**config.mk**
```make
export PLATFORM = sky130hd
export DESIGN_NAME = image_pair_unpacker
export DESIGN_NICKNAME = d
export VERILOG_FILES = /design/src/rtl/img_pkg.sv /design/src/rtl/pair_fifo.sv /design/src/rtl/image_pair_unpacker.sv
export SDC_FILE = /design/constraint.sdc
export NUM_CORES = 2
export LEC_CHECK = 0
export CAP_MARGIN = 20
export CORE_AREA = 2 2 336 338
export CTS_BUF_LIST = sky130_fd_sc_hd__clkbuf_2 sky130_fd_sc_hd__clkbuf_4 sky130_fd_sc_hd__clkbuf_8
export CTS_CLUSTER_SIZE = 25
export DETAILED_ROUTE_END_ITERATION = 12
export DIE_AREA = 0 0 338 340
export PLACE_DENSITY_LB_ADDON = 0.05
export REMOVE_ABC_BUFFERS = 1
export SLEW_MARGIN = 20
export SYNTH_ARGS = -nofsm -noshare
export SYNTH_HDL_FRONTEND = slang
export SYNTH_HIERARCHICAL = 1
export SYNTH_SLANG_ARGS = --single-unit
export TNS_END_PERCENT = 30
```
**constraint.sdc**
```tcl
create_clock -name HCLK -period 9.77 [get_ports HCLK]
set_input_delay 1.4655 -clock HCLK [delete_from_list [all_inputs] [get_ports HCLK]]
set_output_delay 1.4655 -clock HCLK [all_outputs]
set_load 0.01 [all_outputs]
```
**src/rtl/img_pkg.sv**
```systemverilog
// Shared types for the image pair unpacker.
//   PIX_W / PAIR_W : width of one RGB888 pixel and of one buffered pixel pair.
//   pair_t         : pair layout as it sits in the FIFO, even pixel in the upper half.
//   state_e        : unpack FSM states.
//   even_pix/odd_pix : extract {R,G,B} of either pixel from a pair.
package img_pkg;

    localparam int unsigned PIX_W  = 24;
    localparam int unsigned PAIR_W = 48;

    typedef struct packed {
        logic [7:0] r0;
        logic [7:0] g0;
        logic [7:0] b0;
        logic [7:0] r1;
        logic [7:0] g1;
        logic [7:0] b1;
    } pair_t;

    typedef enum logic {
        ST_EVEN = 1'b0,
        ST_ODD  = 1'b1
    } state_e;

    function automatic logic [PIX_W-1:0] even_pix(input pair_t p);
        return {p.r0, p.g0, p.b0};
    endfunction

    function automatic logic [PIX_W-1:0] odd_pix(input pair_t p);
        return {p.r1, p.g1, p.b1};
    endfunction

endpackage

```
**src/rtl/pair_fifo.sv**
```systemverilog
// Synchronous show-ahead FIFO holding pixel pairs.
//   clk_i, rst_ni : clock, asynchronous active-low reset (pointers only).
//   wr_en_i/wr_data_i : write request; ignored while full.
//   rd_en_i       : pop the head entry; ignored while empty.
//   head_o        : current head entry, valid whenever empty_o is low.
//   full_o, empty_o, level_o : occupancy status.
module pair_fifo #(
    parameter int unsigned DEPTH  = 32,
    parameter int unsigned DATA_W = 48
) (
    input  logic                     clk_i,
    input  logic                     rst_ni,
    input  logic                     wr_en_i,
    input  logic [DATA_W-1:0]        wr_data_i,
    input  logic                     rd_en_i,
    output logic [DATA_W-1:0]        head_o,
    output logic                     full_o,
    output logic                     empty_o,
    output logic [$clog2(DEPTH):0]   level_o
);

    localparam int unsigned AW = $clog2(DEPTH);

    logic [DATA_W-1:0] mem_q [DEPTH];
    // Pointers carry one extra wrap bit so full and empty are distinguishable.
    logic [AW:0] wptr_q, wptr_d;
    logic [AW:0] rptr_q, rptr_d;
    logic        do_wr, do_rd;

    assign empty_o = (wptr_q == rptr_q);
    assign full_o  = (wptr_q[AW] != rptr_q[AW]) && (wptr_q[AW-1:0] == rptr_q[AW-1:0]);
    assign level_o = wptr_q - rptr_q;
    assign head_o  = mem_q[rptr_q[AW-1:0]];

    assign do_wr = wr_en_i && !full_o;
    assign do_rd = rd_en_i && !empty_o;

    always_comb begin
        wptr_d = wptr_q;
        rptr_d = rptr_q;
        if (do_wr) wptr_d = wptr_q + 1'b1;
        if (do_rd) rptr_d = rptr_q + 1'b1;
    end

    always_ff @(posedge clk_i or negedge rst_ni) begin
        if (!rst_ni) begin
            wptr_q <= '0;
            rptr_q <= '0;
        end else begin
            wptr_q <= wptr_d;
            rptr_q <= rptr_d;
        end
    end

    // Storage needs no reset; entries are only read once written.
    always_ff @(posedge clk_i) begin
        if (do_wr) mem_q[wptr_q[AW-1:0]] <= wr_data_i;
    end

endmodule

```
**src/rtl/image_pair_unpacker.sv**
```systemverilog
// Converts a two-pixel-per-cycle RGB888 stream into a one-pixel-per-cycle
// valid/ready stream with end-of-line / end-of-frame markers.
//   HCLK, HRESETn       : clock, asynchronous active-low reset.
//   HSYNC, DATA_*0/1    : incoming pixel pair, no backpressure to the source.
//   pix_data/valid/ready: output pixel handshake, {R,G,B}.
//   pix_eol, pix_eof    : position markers travelling with pix_data.
//   frame_done          : one-cycle pulse after the eof pixel transfers.
//   overflow            : sticky, a pair arrived while the FIFO was full.
//   fifo_level          : FIFO occupancy in pairs.
module image_pair_unpacker
    import img_pkg::*;
#(
    parameter int unsigned WIDTH      = 100,
    parameter int unsigned HEIGHT     = 100,
    parameter int unsigned FIFO_DEPTH = 32
) (
    input  logic                          HCLK,
    input  logic                          HRESETn,
    input  logic                          HSYNC,
    input  logic [7:0]                    DATA_R0,
    input  logic [7:0]                    DATA_G0,
    input  logic [7:0]                    DATA_B0,
    input  logic [7:0]                    DATA_R1,
    input  logic [7:0]                    DATA_G1,
    input  logic [7:0]                    DATA_B1,
    output logic [PIX_W-1:0]              pix_data,
    output logic                          pix_valid,
    input  logic                          pix_ready,
    output logic                          pix_eol,
    output logic                          pix_eof,
    output logic                          frame_done,
    output logic                          overflow,
    output logic [$clog2(FIFO_DEPTH):0]   fifo_level
);

    localparam int unsigned CW = (WIDTH  > 1) ? $clog2(WIDTH)  : 1;
    localparam int unsigned RW = (HEIGHT > 1) ? $clog2(HEIGHT) : 1;
    localparam logic [CW-1:0] ColLast = CW'(WIDTH - 1);
    localparam logic [RW-1:0] RowLast = RW'(HEIGHT - 1);

    pair_t  wr_pair, head;
    logic   fifo_full, fifo_empty;
    logic   push, pop, load, transfer, can_load;
    logic [PIX_W-1:0] load_pix;

    state_e           state_q, state_d;
    logic [CW-1:0]    col_q, col_d;
    logic [RW-1:0]    row_q, row_d;
    logic             valid_q, valid_d;
    logic [PIX_W-1:0] data_q, data_d;
    logic             eol_q, eol_d;
    logic             eof_q, eof_d;
    logic             frame_done_q, frame_done_d;
    logic             overflow_q, overflow_d;

    assign wr_pair = '{r0: DATA_R0, g0: DATA_G0, b0: DATA_B0,
                       r1: DATA_R1, g1: DATA_G1, b1: DATA_B1};

    // Fullness is taken before any same-cycle pop, so a pair arriving while
    // full is always dropped.
    assign push = HSYNC && !fifo_full;

    pair_fifo #(
        .DEPTH  (FIFO_DEPTH),
        .DATA_W (PAIR_W)
    ) u_fifo (
        .clk_i     (HCLK),
        .rst_ni    (HRESETn),
        .wr_en_i   (push),
        .wr_data_i (wr_pair),
        .rd_en_i   (pop),
        .head_o    (head),
        .full_o    (fifo_full),
        .empty_o   (fifo_empty),
        .level_o   (fifo_level)
    );

    assign transfer = valid_q && pix_ready;
    // Output register may take a new pixel if idle or draining this edge.
    assign can_load = !valid_q || pix_ready;

    always_comb begin
        state_d      = state_q;
        col_d        = col_q;
        row_d        = row_q;
        valid_d      = valid_q;
        data_d       = data_q;
        eol_d        = eol_q;
        eof_d        = eof_q;
        pop          = 1'b0;
        load         = 1'b0;
        load_pix     = '0;
        frame_done_d = transfer && eof_q;
        overflow_d   = overflow_q || (HSYNC && fifo_full);

        unique case (state_q)
            ST_EVEN: begin
                if (can_load && !fifo_empty) begin
                    load     = 1'b1;
                    load_pix = even_pix(head);
                    state_d  = ST_ODD;
                end
            end
            ST_ODD: begin
                // The even pixel is in the register; the head entry is
                // retired as soon as its odd pixel moves out of the FIFO.
                if (transfer) begin
                    load     = 1'b1;
                    load_pix = odd_pix(head);
                    pop      = 1'b1;
                    state_d  = ST_EVEN;
                end
            end
            default: state_d = ST_EVEN;
        endcase

        if (load) begin
            valid_d = 1'b1;
            data_d  = load_pix;
            eol_d   = (col_q == ColLast);
            eof_d   = (col_q == ColLast) && (row_q == RowLast);
            if (col_q == ColLast) begin
                col_d = '0;
                row_d = (row_q == RowLast) ? '0 : row_q + 1'b1;
            end else begin
                col_d = col_q + 1'b1;
            end
        end else if (transfer) begin
            valid_d = 1'b0;
        end
    end

    always_ff @(posedge HCLK or negedge HRESETn) begin
        if (!HRESETn) begin
            state_q      <= ST_EVEN;
            col_q        <= '0;
            row_q        <= '0;
            valid_q      <= 1'b0;
            data_q       <= '0;
            eol_q        <= 1'b0;
            eof_q        <= 1'b0;
            frame_done_q <= 1'b0;
            overflow_q   <= 1'b0;
        end else begin
            state_q      <= state_d;
            col_q        <= col_d;
            row_q        <= row_d;
            valid_q      <= valid_d;
            data_q       <= data_d;
            eol_q        <= eol_d;
            eof_q        <= eof_d;
            frame_done_q <= frame_done_d;
            overflow_q   <= overflow_d;
        end
    end

    assign pix_valid  = valid_q;
    assign pix_data   = data_q;
    assign pix_eol    = eol_q;
    assign pix_eof    = eof_q;
    assign frame_done = frame_done_q;
    assign overflow   = overflow_q;

endmodule

```
==> After elaboration in Yosys (flattened, before gate mapping) <==
Memory sizes are Yosys's and may differ from the RTL's.
Index checks and enable logic that the tools add are counted.
{ "classes": {"bitwise_logic": 1, "n_addsub": 5, "mux": 15, "n_lt_le_gt_ge": 0, "reduce_logical": 16, "shift": 0, "n_eq_ne": 5, "div_mod_pow": 0, "mul": 0} }
{ "op_table": {"columns": ["operator", "n"], "rows": [
  ["24-bit 2-to-1 mux", 2],
  ["24-bit case mux with 2 select lines", 1],
  ["7-bit by 1-bit adder with 7-bit output, second input constant", 2],
  ["7-bit == test, second input constant", 2],
  ["7-bit 2-to-1 mux", 2],
  ["6-bit by 1-bit adder with 6-bit output, second input constant", 2],
  ["1-bit logical AND", 9],
  ["1-bit 2-to-1 mux", 8],
  ["6-bit == test", 1],
  ["6-bit subtractor", 1],
  ["5-bit == test", 1],
  ["1-bit case mux with 2 select lines", 2],
  ["1-bit logical NOT", 3],
  ["1-bit logical OR", 2],
  ["2-bit AND reduction", 1],
  ["2-bit nonzero test", 1],
  ["1-bit != test", 1],
  ["1-bit NOT", 1]
]} }
{ "totals": {"input_bits": 52, "n_memories": 1, "output_inout_bits": 35, "romBits": 0, "reg_bits": 56, "elab_cells": 54, "latchBits": 0, "mem_bits_rw": 1536} }
{ "mem_list": {"columns": ["memory", "depth", "width", "read_ports", "rd_ports_with_merged_regs", "wr", "line_no", "rtl"], "rows": [
  ["u_fifo.mem_q", 32, 48, 1, 0, 1, "pair_fifo.sv:24", "logic [DATA_W-1:0] mem_q [DEPTH];"]
]} }

==> Longest topological paths before layout <==
{ "depth": {"word_depth": 7, "mapped_depth": 14, "depth_no_buf": 9} }

==> Modules after synthesis <==
Netlist, hierarchy kept.
{ "by_module_without_submodules": {"columns": ["mod", "area_each_um2", "seq_area_each_um2", "cells_per_inst", "instances"], "rows": [
  ["pair_fifo", 58965.3, 46424.5, 2638, 1],
  ["image_pair_unpacker", 1990.7, 1101.1, 180, 1]
]} }

==> Worst setup path after synthesis <==
OpenSTA, ideal clock, no wires.
{ "synth_path": {"path_type": "register to register", "from": "reg u_fifo.rptr_q[1]", "to": "mem u_fifo.mem_q[30][0], enable pin", "stages_incl_launch_ff": 14, "arrival_ns": 4.707, "n_path_buf": 4, "period_less_slack_ns": 5.161, "required_time_ns": 9.316, "path_slack_ns": 4.609, "setup_time_ns": 0.454, "cell_sequence": "dfrtp_1 > buf_2 > buf_4 > buf_4 > clkbuf_1 > inv_1 > ha_1 > and4_1 > and3_1 > nor2b_1 > inv_1 > a31oi_2 > nand2_1 > nor2_1"} }
{ "synth_via": {"elab_chain_len": 7} }
{ "synth_rtl": {"columns": ["item", "line_no", "rtl"], "rows": [
  ["start: declaration", "pair_fifo.sv:27", "logic [AW:0] rptr_q, rptr_d;"],
  ["start signal: assignment", "pair_fifo.sv:51", "rptr_q <= rptr_d;"],
  ["5-bit == test", "pair_fifo.sv:31", "assign full_o = (wptr_q[AW] != rptr_q[AW]) && (wptr_q[AW-1:0] == rptr_q[AW-1:0]);"],
  ["1-bit logical AND", "pair_fifo.sv:31", null],
  ["named net fifo_full", "image_pair_unpacker.sv:42", "logic fifo_full, fifo_empty;"],
  ["1-bit logical NOT", "image_pair_unpacker.sv:61", "assign push = HSYNC && !fifo_full;"],
  ["1-bit logical AND", "image_pair_unpacker.sv:61", null],
  ["named net push", "image_pair_unpacker.sv:43", "logic push, pop, load, transfer, can_load;"],
  ["1-bit logical AND", "pair_fifo.sv:35", "assign do_wr = wr_en_i && !full_o;"],
  ["1-bit 2-to-1 mux", "pair_fifo.sv:57", "if (do_wr) mem_q[wptr_q[AW-1:0]] <= wr_data_i;"],
  ["1-bit 2-to-1 mux (implied by the code)", "pair_fifo.sv:57", null],
  ["end: declaration", "pair_fifo.sv:24", null]
]} }
The timed path passes the listed nets, and every way through them passes these cells.

==> impl_metrics.yaml <==
status:
  status: "finished clean"
sta:
  hold_viol: 0
  rsz0062_at_grt: "false"
  holdWs_ps: 465
  setup_ws_ps: 4130
  slew_viol_final: 0
  setup_viol: 0
  max_slew_margin_pct: 23.2
  tightest_slew_ps: 1150
  period_needed_ps: 5640
  clock_skew_ps: 56.9
  post-route-period-util_pct: 57.8
  clock.fmax_mhz: 177
  setup_tns_ps: 0
power_and_ir_drop:
  power.density_nw_per_um2: 281
  p_leak_nw: 22.4
  peakVddDrop_uv: 211
  finalPower_mw: 19.4
placed_design:
  gp_congestion: 0.816
  hpwl_mm: 83.3
  pre_cts_slack_ps: 4170
  io_buffer_count: 86
  place_inst: 4333
  post_dp_cell_area_um2: 63800
floorplan:
  die_x_um: 338
  io_pins: 87
  die_area_um2: 115000
  rows: 123
  start_util_pct: 54.6
  coreArea_um2: 112000
  fp.dieH_um: 340
synthesis:
  syn-cell-area_um2: 61000
  synth-xor-area-share_pct: 0.201
  async_reset_ff_share_pct: 3.52
  synth_flop_cell: "edfxtp_1"
  synthMuxAreaShare_pct: 13.9
  seq_area_frac_synth_pct: 78.0
  synth_common_cells: "1536 x edfxtp_1, 273 x mux4_2, 192 x mux2i_1"
  synth-simple-area-share_pct: 0.991
  synth_edf_count: 1536
  synth_area_leader_cell: "edfxtp_1"
  yosys-top-cells-area: "edfxtp_1 76%, mux4_2 10%, mux2i_1 3.2%"
  synth_seq_cells: 1592
  synth_cells: 2818
  synth_fa_ha_area_share_pct: 0.279
  synth_top_cell_area_share_pct: 75.7
  yosysMostFrequentCell: "edfxtp_1"
  avgSynthCellArea_um2: 21.6
  synth_compound_area_share_pct: 4.85
  ys_warn_count: 6
  synthDistinctLibCells: 57
  synth_top_family_by_area: "multiplexers"
detailed_routing:
  ant_nets: 0
  post_drt_wl_per_cell_um: 31.1
  via_per_inst: 6.34
  drt_first_pass_iters: 6
  num_vias: 30400
  drt_iter0_drc: 3518
  routed_wirelength_mm: 150
  route.detailed.drc: 0
global_routing:
  grt_util_all_layers_pct: 26.5
  antenna_found_initial: 6
  grt_pass1_wl_mm: 215
  grt.overflow.total: 0
  grt_pass1_vias: 30800
  grt_max_degree: 136
finish:
  layout.cells.non_filler: 4804
  fin_nets: 3178
  area_growth_pct: 13.1
  drive_gt1_share_pct: 25.5
  postLayoutCoreUtil_pct: 61.8
  postLayoutCellArea_um2: 68900
cts:
  clkSinkCount: 1592
  cts.hold.buffers_added: 0
  ctsResizeCount: 0
  cts_max_path_buffers: 4
  clkTransAtPathRegs_ps: 60
  cts_buffers: 276
  cts_tree: "yes"
  htree_levels: 5
  clk-insertion-delay-late_ps: 950
  post_cts_buffers: 0
  cts-root-buf: "clkbuf_8"
min_path:
  worstHoldStart: "overflow"
  hold_depth: 1
  hold_path_end: "overflow"
  min-delay-path-class: "register to register"
critical_path:
  rr_worst_depth: 9
  arrival_ps: 6420
  r2r-end: "pix_data[19]"
  required_ps: 10550
  r2r-start: "u_fifo/rptr_q[0]"
  r2r_slack_ps: 4130
  crit_fanout: 91
  end_kind: "register"
  cp-start-kind: "register"
  worstSetupPathType: "register to register"
job:
  maxCapViolCount: 0
[cell type report]
type                            instances  area, um2
Multi-Input combinational cell       1024      12600
Tap cell                             1500       1880
Antenna cell                            1       2.50
Inverter                               37        139
Clock inverter                         69        318
Clock buffer                          399       4820
Fill cell                            7804      42600
Sequential cell                      1592      47500
Timing Repair Buffer                  182       1620
[critical path, stage by stage (launching register included)]
cell      delay [ps]
dfrtp_4          960
buf_12           350
buf_16           540
buf_4            830
buf_4            860
mux4_2           600
a211oi_1         630
a21oi_1          110
a222oi_1         330
inv_1             80
[logic make-up (layout without fill, tap and decap cells)]
kind of cell / Yosys count / in the layout
DFF: 1592 / 1592
adders and majority gates: 13 / 13
and+or+nand+nor: 119 / 119
AOI/OAI and AO/OA: 396 / 396
xor gates and xnor gates: 14 / 14
muxes: 482 / 482
buffers and inverters: 202 / 687
other: 0 / 1
[report_power, final]
group | leakage [nW] | total [mW] | internal (mW) | switching [mW]
clock | 2.72 | 5.69 | 3.17 | 2.52
combinational | 5.17 | 5.34 | 2.12 | 3.21
sequential | 14.5 | 8.33 | 8.01 | 0.321
[state kept, by name, indices dropped and copies added (netlist names)]
name           count
pix_eol            1
overflow           1
frame_done         1
state_q            1
u_fifo/rptr_q      6
row_q              7
pix_eof            1
pix_data          24
pix_valid          1
col_q              7
u_fifo/mem_q    1536
u_fifo/wptr_q      6
[layout by cell type (no fill, tap or decap), drive strengths merged, types with 24 or more instances in the layout]
cell,netlist,routed
o221ai,96,96
a222oi,24,24
a21oi,100,100
buf,68,104
dfrtp,56,56
a211oi,48,48
mux2i,192,192
edfxtp,1536,1536
mux4,288,288
clkinv,0,62
a22o,49,49
inv,37,38
a22oi,50,50
clkdlybuf4s50,0,77
nor2,44,44
clkbuf,97,400
[worst max path at each step]
stage                     start                  end  slack [ps]  cells past startpoint
2_1_floorplan  u_fifo/rptr_q[0]  u_fifo/mem_q[14][0]      -11750                      8
3_3_place_gp   u_fifo/rptr_q[0]         pix_data[19]        4170                      8
3_5_place_dp   u_fifo/rptr_q[0]         pix_data[19]        4170                      8
4_1_cts        u_fifo/rptr_q[4]        fifo_level[5]        4080                      6
5_1_grt        u_fifo/rptr_q[0]         pix_data[19]        3760                      9
6_report       u_fifo/rptr_q[0]         pix_data[19]        4130                      9
[layer usage]
metal / wire [um] / track usage (%)
met4: 1940 / 5.74
met3: 17000 / 9.42
met5: 173 / 1.08
met1: 64900 / 40.4
met2: 65600 / 37.0
No activity file was read; power rests on OpenSTA's default activity.
